<file path="src/rtl/fetch_pc_gen_pkg.sv">
// Shared types and constants for the fetch next-PC generator and its prediction queue.
package fetch_pc_gen_pkg;

  localparam int unsigned XLEN        = 32;
  localparam int unsigned INSTR_BYTES = 4;

  typedef struct packed {
    logic [XLEN-1:0] pc;
    logic [XLEN-1:0] pred_next;
  } pred_entry_t;

  function automatic logic [XLEN-1:0] seq_next(input logic [XLEN-1:0] pc);
    return pc + XLEN'(INSTR_BYTES);
  endfunction

endpackage

</file>
<file path="src/rtl/fetch_pc_gen_pred_fifo.sv">
// In-order queue of fetched PCs and their predicted next PCs; synchronous clear beats push/pop.
module fetch_pc_gen_pred_fifo
  import fetch_pc_gen_pkg::*;
#(
  parameter int unsigned QDEPTH = 4
) (
  input  logic        clk,
  input  logic        rst,
  input  logic        clear,
  input  logic        push,
  input  logic        pop,
  input  pred_entry_t wdata,
  output pred_entry_t rdata,
  output logic        full,
  output logic        empty
);

  localparam int unsigned PtrW = (QDEPTH > 1) ? $clog2(QDEPTH) : 1;
  localparam int unsigned CntW = PtrW + 1;

  pred_entry_t     mem_q [QDEPTH];
  logic [PtrW-1:0] wr_ptr_q, wr_ptr_d;
  logic [PtrW-1:0] rd_ptr_q, rd_ptr_d;
  logic [CntW-1:0] cnt_q, cnt_d;
  logic            push_ok, pop_ok;

  assign full  = (cnt_q == CntW'(QDEPTH));
  assign empty = (cnt_q == '0);
  assign rdata = mem_q[rd_ptr_q];

  always_comb begin
    pop_ok   = pop & ~empty;
    // A pop in the same cycle frees the slot, so a full queue may still accept a push
    push_ok  = push & (~full | pop_ok);
    wr_ptr_d = wr_ptr_q;
    rd_ptr_d = rd_ptr_q;
    cnt_d    = cnt_q;
    if (clear) begin
      wr_ptr_d = '0;
      rd_ptr_d = '0;
      cnt_d    = '0;
    end else begin
      if (push_ok) wr_ptr_d = wr_ptr_q + PtrW'(1);
      if (pop_ok)  rd_ptr_d = rd_ptr_q + PtrW'(1);
      case ({push_ok, pop_ok})
        2'b10:   cnt_d = cnt_q + CntW'(1);
        2'b01:   cnt_d = cnt_q - CntW'(1);
        default: cnt_d = cnt_q;
      endcase
    end
  end

  always_ff @(posedge clk or posedge rst) begin
    if (rst) begin
      wr_ptr_q <= '0;
      rd_ptr_q <= '0;
      cnt_q    <= '0;
    end else begin
      wr_ptr_q <= wr_ptr_d;
      rd_ptr_q <= rd_ptr_d;
      cnt_q    <= cnt_d;
    end
  end

  always_ff @(posedge clk) begin
    if (push_ok && !clear) mem_q[wr_ptr_q] <= wdata;
  end

endmodule

</file>
<file path="src/rtl/fetch_pc_gen.sv">
// Fetch-stage next-PC generator: follows btb predictions, checks them at resolve, redirects on miss.
module fetch_pc_gen
  import fetch_pc_gen_pkg::*;
#(
  parameter logic [XLEN-1:0] RESET_PC = '0,
  parameter int unsigned     QDEPTH   = 4
) (
  input  logic            clk,
  input  logic            rst,
  input  logic            stall,
  input  logic [XLEN-1:0] btb_target_pc,
  input  logic            btb_valid,
  input  logic            btb_predicted_taken,
  output logic [XLEN-1:0] fetch_pc,
  output logic            fetch_valid,
  input  logic            resolve_valid,
  input  logic            resolve_is_branch,
  input  logic            resolve_taken,
  input  logic [XLEN-1:0] resolve_target,
  output logic            btb_update,
  output logic [XLEN-1:0] btb_update_pc,
  output logic [XLEN-1:0] btb_update_target,
  output logic            btb_mispredicted,
  output logic            flush,
  output logic            q_full
);

  logic [XLEN-1:0] fetch_pc_q, fetch_pc_d;
  logic [XLEN-1:0] upd_pc_q, upd_pc_d;
  logic [XLEN-1:0] upd_tgt_q, upd_tgt_d;
  logic            upd_q, upd_d;
  logic            mis_q, mis_d;
  logic            flush_q, flush_d;

  pred_entry_t     head, push_entry;
  logic            fifo_full, fifo_empty;
  logic            resolve_acc, pred_taken, mispredict;
  logic [XLEN-1:0] pred_next, actual_next;

  fetch_pc_gen_pred_fifo #(
    .QDEPTH(QDEPTH)
  ) u_pred_fifo (
    .clk  (clk),
    .rst  (rst),
    .clear(mispredict),
    .push (fetch_valid),
    .pop  (resolve_acc),
    .wdata(push_entry),
    .rdata(head),
    .full (fifo_full),
    .empty(fifo_empty)
  );

  always_comb begin
    pred_taken  = btb_valid & btb_predicted_taken;
    pred_next   = pred_taken ? btb_target_pc : seq_next(fetch_pc_q);
    resolve_acc = resolve_valid & ~fifo_empty;
    actual_next = (resolve_is_branch & resolve_taken) ? resolve_target : seq_next(head.pc);
    // Every entry is checked, so a btb alias on a non-branch is caught too
    mispredict  = resolve_acc & (actual_next != head.pred_next);
    fetch_valid = ~stall & (~fifo_full | resolve_acc) & ~mispredict;
    push_entry  = '{pc: fetch_pc_q, pred_next: pred_next};

    fetch_pc_d = fetch_pc_q;
    if (mispredict)       fetch_pc_d = actual_next;
    else if (fetch_valid) fetch_pc_d = pred_next;

    upd_d     = resolve_acc & resolve_is_branch & (resolve_taken | mispredict);
    mis_d     = mispredict;
    flush_d   = mispredict;
    upd_pc_d  = upd_d ? head.pc : upd_pc_q;
    upd_tgt_d = upd_d ? resolve_target : upd_tgt_q;
  end

  always_ff @(posedge clk or posedge rst) begin
    if (rst) begin
      fetch_pc_q <= RESET_PC;
      upd_q      <= 1'b0;
      mis_q      <= 1'b0;
      flush_q    <= 1'b0;
      upd_pc_q   <= '0;
      upd_tgt_q  <= '0;
    end else begin
      fetch_pc_q <= fetch_pc_d;
      upd_q      <= upd_d;
      mis_q      <= mis_d;
      flush_q    <= flush_d;
      upd_pc_q   <= upd_pc_d;
      upd_tgt_q  <= upd_tgt_d;
    end
  end

  assign fetch_pc          = fetch_pc_q;
  assign btb_update        = upd_q;
  assign btb_update_pc     = upd_pc_q;
  assign btb_update_target = upd_tgt_q;
  assign btb_mispredicted  = mis_q;
  assign flush             = flush_q;
  assign q_full            = fifo_full;

endmodule

</file>
<file path="config.mk">
export PLATFORM = sky130hd
export DESIGN_NAME = fetch_pc_gen
export DESIGN_NICKNAME = d
export VERILOG_FILES = /design/src/rtl/fetch_pc_gen_pkg.sv /design/src/rtl/fetch_pc_gen_pred_fifo.sv /design/src/rtl/fetch_pc_gen.sv
export SDC_FILE = /design/constraint.sdc
export NUM_CORES = 1
export LEC_CHECK = 0
export CORE_ASPECT_RATIO = 0.75
export CORE_UTILIZATION = 52
export CTS_BUF_LIST = sky130_fd_sc_hd__clkbuf_4 sky130_fd_sc_hd__clkbuf_8
export CTS_CLUSTER_DIAMETER = 40
export CTS_CLUSTER_SIZE = 25
export DETAILED_ROUTE_END_ITERATION = 8
export DONT_BUFFER_PORTS = 1
export GPL_TIMING_DRIVEN = 0
export MAX_ROUTING_LAYER = met4
export PLACE_DENSITY = 0.7
export SYNTH_ARGS = -nofsm -noshare
export SYNTH_HDL_FRONTEND = slang
export SYNTH_HIERARCHICAL = 1
export SYNTH_SLANG_ARGS = --single-unit
export TNS_END_PERCENT = 50
</file>
<file path="constraint.sdc">
create_clock -name clk -period 9.4 [get_ports clk]
set_input_delay 2.82 -clock clk [delete_from_list [all_inputs] [get_ports clk]]
set_output_delay 2.82 -clock clk [all_outputs]
set_load 0.1 [all_outputs]
</file>
* Word-level counts from Yosys, hierarchy flattened *
Memories as Yosys holds them, arrays and structs flattened.
Index checks and enable logic that the tools add are counted.

storage, ports and cells
  word-level logic and storage cells = 55
  output and inout bits = 101
  memory bits (read-only) = 0
  memory bits (writable) = 256
  bits in latches = 0
  input port bits = 72
  register bits after elaboration = 105
  memories = 1

cells by class
  multiply operators = 0
  bitwise operators = 17
  reductions and logical operators = 7
  div/mod/pow operators = 0
  $lt $le $gt $ge = 0
  add/sub/neg operators = 6
  multiplexer cells = 12
  shift-type cells = 0
  equal/unequal tests = 4

memories
  memory             words  width  rd ports  clocked after Yosys merged registers in  wr ports  line                          source
  u_pred_fifo.mem_q  4      64     1         0                                        1         fetch_pc_gen_pred_fifo.sv:21  pred_entry_t mem_q [QDEPTH];

operator list
  cell                     number
  $mux W32                 4
  $add A32 B3 Y32 const B  2
  $ne A32 B32 Y1           1
  $and A1 B1 Y1            10
  $mux W2                  4
  $pmux W3 S2              1
  $reduce_bool A2 Y1       3
  $add A2 B1 Y2 const B    2
  $not A1 Y1               4
  $add A3 B1 Y3 const B    1
  $eq A3 B3 Y1 const B     1
  $logic_not A3 Y1         1
  $mux W3                  1
  $or A1 B1 Y1             3
  $reduce_bool A3 Y1       1
  $sub A3 B1 Y3 const B    1
  $eq A2 B1 Y1 const B     1
  $eq A2 B2 Y1 const B     1
  $mux W1                  2
  $logic_and A1 B1 Y1      1
  $logic_not A1 Y1         1

* Longest topological paths before layout *
An unclocked memory read counts as a cell.

  depth after elaboration = 11
  gate-level depth with buffers = 21
  mapped depth without buffers = 16

* Cells and area by module *
Netlist, hierarchy kept.

modules (own cells, without submodules)
  module                  area an instance (um2)  sequential area each (um2)  cells an instance  times used
  fetch_pc_gen_pred_fifo  9793.1                  7862.5                      399                1
  fetch_pc_gen            7279.5                  2452.4                      782                1

* Least setup slack after synthesis *
OpenSTA, ideal clock, no wires.

  path type = input to register
  start = input resolve_is_branch
  end = memory u_pred_fifo/mem_q[0][0] in the netlist's numbering (enable)
  data required time = 8.822 ns
  setup time = 0.578 ns
  setup slack = -2.873 ns
  path buffers = 3
  stages = 14
  data arrival time = 11.695 ns
  cells stage by stage = and2_1 > clkbuf_1 > mux2i_1 > xnor2_1 > or4_1 > nor4_1 > nand4_1 > nor4_2 > a21oi_1 > buf_2 > nor2_1 > clkbuf_1 > o21ai_1 > nor3b_1

between the ends
  word-level cells in the longest chain between the ends = 10
  elaborated cells between the ends (all ways) = 11
  those cells by class = 1 x eq/ne; 3 x mux; 5 x bitwise; 2 x reduce/logical

ends and longest elaborated chain
  element                        line                          source
  from (decl)                    fetch_pc_gen.sv:17            input logic resolve_is_branch,
  $and A1 B1 Y1                  fetch_pc_gen.sv:58            actual_next = (resolve_is_branch & resolve_taken) ? resolve_target : seq_next(head.pc);
  $mux W32                       fetch_pc_gen.sv:58
  $ne A32 B32 Y1                 fetch_pc_gen.sv:60            mispredict = resolve_acc & (actual_next != head.pred_next);
  $and A1 B1 Y1                  fetch_pc_gen.sv:60
  named net flush_d              fetch_pc_gen.sv:33            logic flush_q, flush_d;
  $not A1 Y1                     fetch_pc_gen.sv:61            fetch_valid = ~stall & (~fifo_full | resolve_acc) & ~mispredict;
  $and A1 B1 Y1                  fetch_pc_gen.sv:61
  named net fetch_valid          fetch_pc_gen.sv:15            output logic fetch_valid,
  $and A1 B1 Y1                  fetch_pc_gen_pred_fifo.sv:34  push_ok = push & (~full | pop_ok);
  $logic_and A1 B1 Y1            fetch_pc_gen_pred_fifo.sv:66  if (push_ok && !clear) mem_q[wr_ptr_q] <= wdata;
  $mux W1                        fetch_pc_gen_pred_fifo.sv:66
  $mux W1 (not written as such)  fetch_pc_gen_pred_fifo.sv:66
  to (decl)                      fetch_pc_gen_pred_fifo.sv:21

The timed path passes the listed nets, and every way through them passes these cells.

==> results_dict.tcl <==
set metrics [dict create \
    status "finished clean" \
    cts_tree "built" \
    drive_gt1_frac 0.208 \
    clock-sinks 361 \
    die_h_microns 159 \
    startpoint_type "flip-flop" \
    fin_ws_ns 0.122 \
    clk_transition_reported_paths_ns 0.09 \
    final_util 0.585 \
    syn-num-nets 1260 \
    grt_antenna_before_repair 0 \
    syn_inst 1181 \
    initial_core_util 0.527 \
    critical_path_class "reg2out" \
    clockBufferDepth 3 \
    crit_chain "buf_2 -> buf_1 -> mux4_2 -> nand4_1 -> or4_4 -> or3_4 -> nor4_1 -> nor4_1 -> nand4_1 -> nor4_2 -> a21oi_2 -> buf_2 -> nor2_2 -> buf_16" \
    cp-end-kind "output port" \
    rsz0062_at_grt "false" \
    worstMarginPinSlew_ns 1.30 \
    htreeDepth 2 \
    synth_seq_cells 361 \
    wl_per_cell_microns 28.3 \
    r2r_start "u_pred_fifo/rd_ptr_q[1]" \
    period_share 0.987 \
    dieWidth_microns 211 \
    grt_util_all_layers 0.305 \
    numPortBuffers 0 \
    crit_start "u_pred_fifo/rd_ptr_q[1]" \
    hp-class "reg2reg" \
    dp_slack_ns -0.124 \
    gr-total-overflow 0 \
    core.rowCount 57 \
    drtIter0Drc 1271 \
    gp_congestion 0.942 \
    ys_dominant_reg_cell "edfxtp_1" \
    post_cts_buffers 0 \
    grt_pass1_wl_mm 72.2 \
    synth_edf_count 256 \
    fmax_mhz 108 \
    cpPeakStageDelay_ns 0.68 \
    yosys-mux-area-fraction 0.172 \
    skew_ns 0.0228 \
    dp.cells 1644 \
    reg2reg_to "u_pred_fifo/mem_q[2][3]" \
    synth_top_family_by_area "multiplexers" \
    dieArea_sq_mm 0.0336 \
    hold_start "u_pred_fifo/wr_ptr_q[1]" \
    setup-violations-final 0 \
    rr_worst_depth 20 \
    dr_total_vias 10900 \
    core_sq_mm 0.0324 \
    diodes 0 \
    post-route-min-period_ns 9.28 \
    grt_pass1_vias 10900 \
    cp_data_arrival_time_ns 6.46 \
    finalHoldViolCount 0 \
    drc_errors 0 \
    antenna_left 0 \
    cap_violations 0 \
    crit_required_ns 6.58 \
    async_reset_ff_frac 0.291 \
    clock_latency_ns 0.59 \
    stdcell_count 1714 \
    synthAdderAreaFrac 0.00557 \
    setup_tns_ns 0 \
    synth-xor-area-share 0.0501 \
    cpMaxStageDelayCell "or4_4" \
    syn_area_sq_mm 0.0171 \
    ys_warn_count 6 \
    nets 1321 \
    cts_made_buffers 39 \
    firstDrtPassIters 5 \
    cts_root_buf "clkbuf_8" \
    endpoint "fetch_valid" \
    synthSimpleGateAreaFrac 0.0841 \
    dp_hpwl_mm 35.6 \
    synth.yosys.seq_area_share 0.604 \
    drt_wl_total_mm 48.6 \
    ys_types 68 \
    syn_avg_cell_area_sq_um 14.5 \
    worstPathMaxFanout 14 \
    fill_cells 2571 \
    drv_slew 0 \
    ios 173 \
    synth_compound_area_frac 0.0578 \
    vias_per_cell 6.34 \
    area_growth_pct 11.0 \
    r2r_slack_ns 1.36 \
    grt_max_degree 62 \
    max_slew_margin 0.135 \
]
repair_timing:
| item | 4_1_cts | 5_1_grt |
|---|---|---|
| setup endpoints to repair | 1 | 1 |
| hold buffers | 0 | 0 |
| gates resized for setup | 2 | 1 |
Yosys cell counts, drive strengths merged (4+ instances only):
cell | instances | area [sq um]
a21oi | 63 | 315
clkbuf | 31 | 116
and2 | 8 | 50.1
nand3 | 27 | 135
nand2b | 9 | 56.3
ha | 6 | 75.1
o21ai | 17 | 85.1
xor2 | 52 | 455
buf | 33 | 216
o211ai | 4 | 30.0
edfxtp | 256 | 7690
o21a | 6 | 45.0
a31oi | 14 | 87.6
inv | 29 | 109
nor4 | 21 | 138
o31ai | 4 | 30.0
nor3b | 7 | 52.6
and3 | 8 | 50.1
mux2 | 70 | 961
nor3 | 17 | 85.1
a211oi | 5 | 37.5
nand2 | 44 | 165
nor2 | 82 | 308
or3 | 7 | 48.8
xnor2 | 43 | 377
or4 | 5 | 41.3
o22ai | 16 | 100
mux2i | 54 | 541
mux4 | 64 | 1440
dfrtp | 105 | 2630
nand4 | 23 | 144
flip-flops by register name (all words and copies together), names as in the netlist:
| name | cells |
|---|---|
| btb_update | 1 |
| btb_update_pc | 32 |
| btb_update_target | 32 |
| fetch_pc | 32 |
| flush | 1 |
| u_pred_fifo/cnt_q | 3 |
| u_pred_fifo/mem_q | 256 |
| u_pred_fifo/rd_ptr_q | 2 |
| u_pred_fifo/wr_ptr_q | 2 |
cell type report:
type	count	area, sq um	share of cell area
Sequential cell	361	10300	0.544
Multi-Input combinational cell	727	6380	0.337
Clock buffer	50	651	0.0343
Tap cell	442	553	0.0292
Timing Repair Buffer	21	404	0.0213
Buffer	63	329	0.0174
Clock inverter	21	214	0.0113
Inverter	29	111	0.00587
metal layers:
metal / wire length, microns / global-route usage / part of all wire
met1: 21200 / 0.444 / 0.44
met2: 21300 / 0.426 / 0.44
met3: 4930 / 0.0785 / 0.10
met4: 1170 / 0.0807 / 0.024
met5: 0 / - / 0
metrics by stage:
step | hold slack, ns | area [sq um]
after global routing | 0.661 | 19000
after CTS | 0.635 | 19000
after floorplan | 0.555 | 17100
final | 0.631 | 19000
after global placement | 0.584 | 17600
after detailed placement | 0.622 | 18100
placed cells by master (no fill, tap or decap), drive strengths merged, types with 4 or more instances in the layout:
master and count:
a211oi 5, a21oi 63, a31oi 14, and2 8
and3 8, buf 54, clkbuf 80, clkinv 6
clkinvlp 6, dfrtp 105, edfxtp 256, ha 6
inv 36, mux2 70, mux2i 54, mux4 64
nand2 44, nand2b 9, nand3 27, nand4 23
nor2 82, nor3 17, nor3b 7, nor4 21
o211ai 4, o21a 6, o21ai 17, o22ai 16
o31ai 4, or3 7, or4 5, xnor2 43
xor2 52
critical path: cells and delay by family (launching register included):
family / cells / cell delay [ns]
AO/OA/AOI/OAI: 1 / 0.61
buffers and inverters: 4 / 1.76
flip-flops: 1 / 0.35
multiplexers: 1 / 0.54
AND/OR/NAND/NOR: 8 / 2.58
cells by family after synthesis:
kind of cell             Yosys count
XOR/XNOR                          96
multiplexers                     188
AND/OR/NAND/NOR                  278
AO/OA/AOI/OAI                    158
buffers and inverters             93
flip-flops                       361
adder cells (fa/ha/maj)            7
how the worst min path moves through the flow:
stage | endpoint | slack [ns] | cells after the start
2_1_floorplan | u_pred_fifo/wr_ptr_q[1] | 0.56 | 2
3_3_place_gp | u_pred_fifo/wr_ptr_q[1] | 0.58 | 2
3_5_place_dp | u_pred_fifo/wr_ptr_q[1] | 0.62 | 2
4_1_cts | u_pred_fifo/wr_ptr_q[1] | 0.63 | 2
5_1_grt | u_pred_fifo/wr_ptr_q[1] | 0.66 | 2
6_report | u_pred_fifo/wr_ptr_q[1] | 0.63 | 2
Power is not shown: default switching activity piles up to over one toggle a cycle in this logic, so the estimate is an artifact.
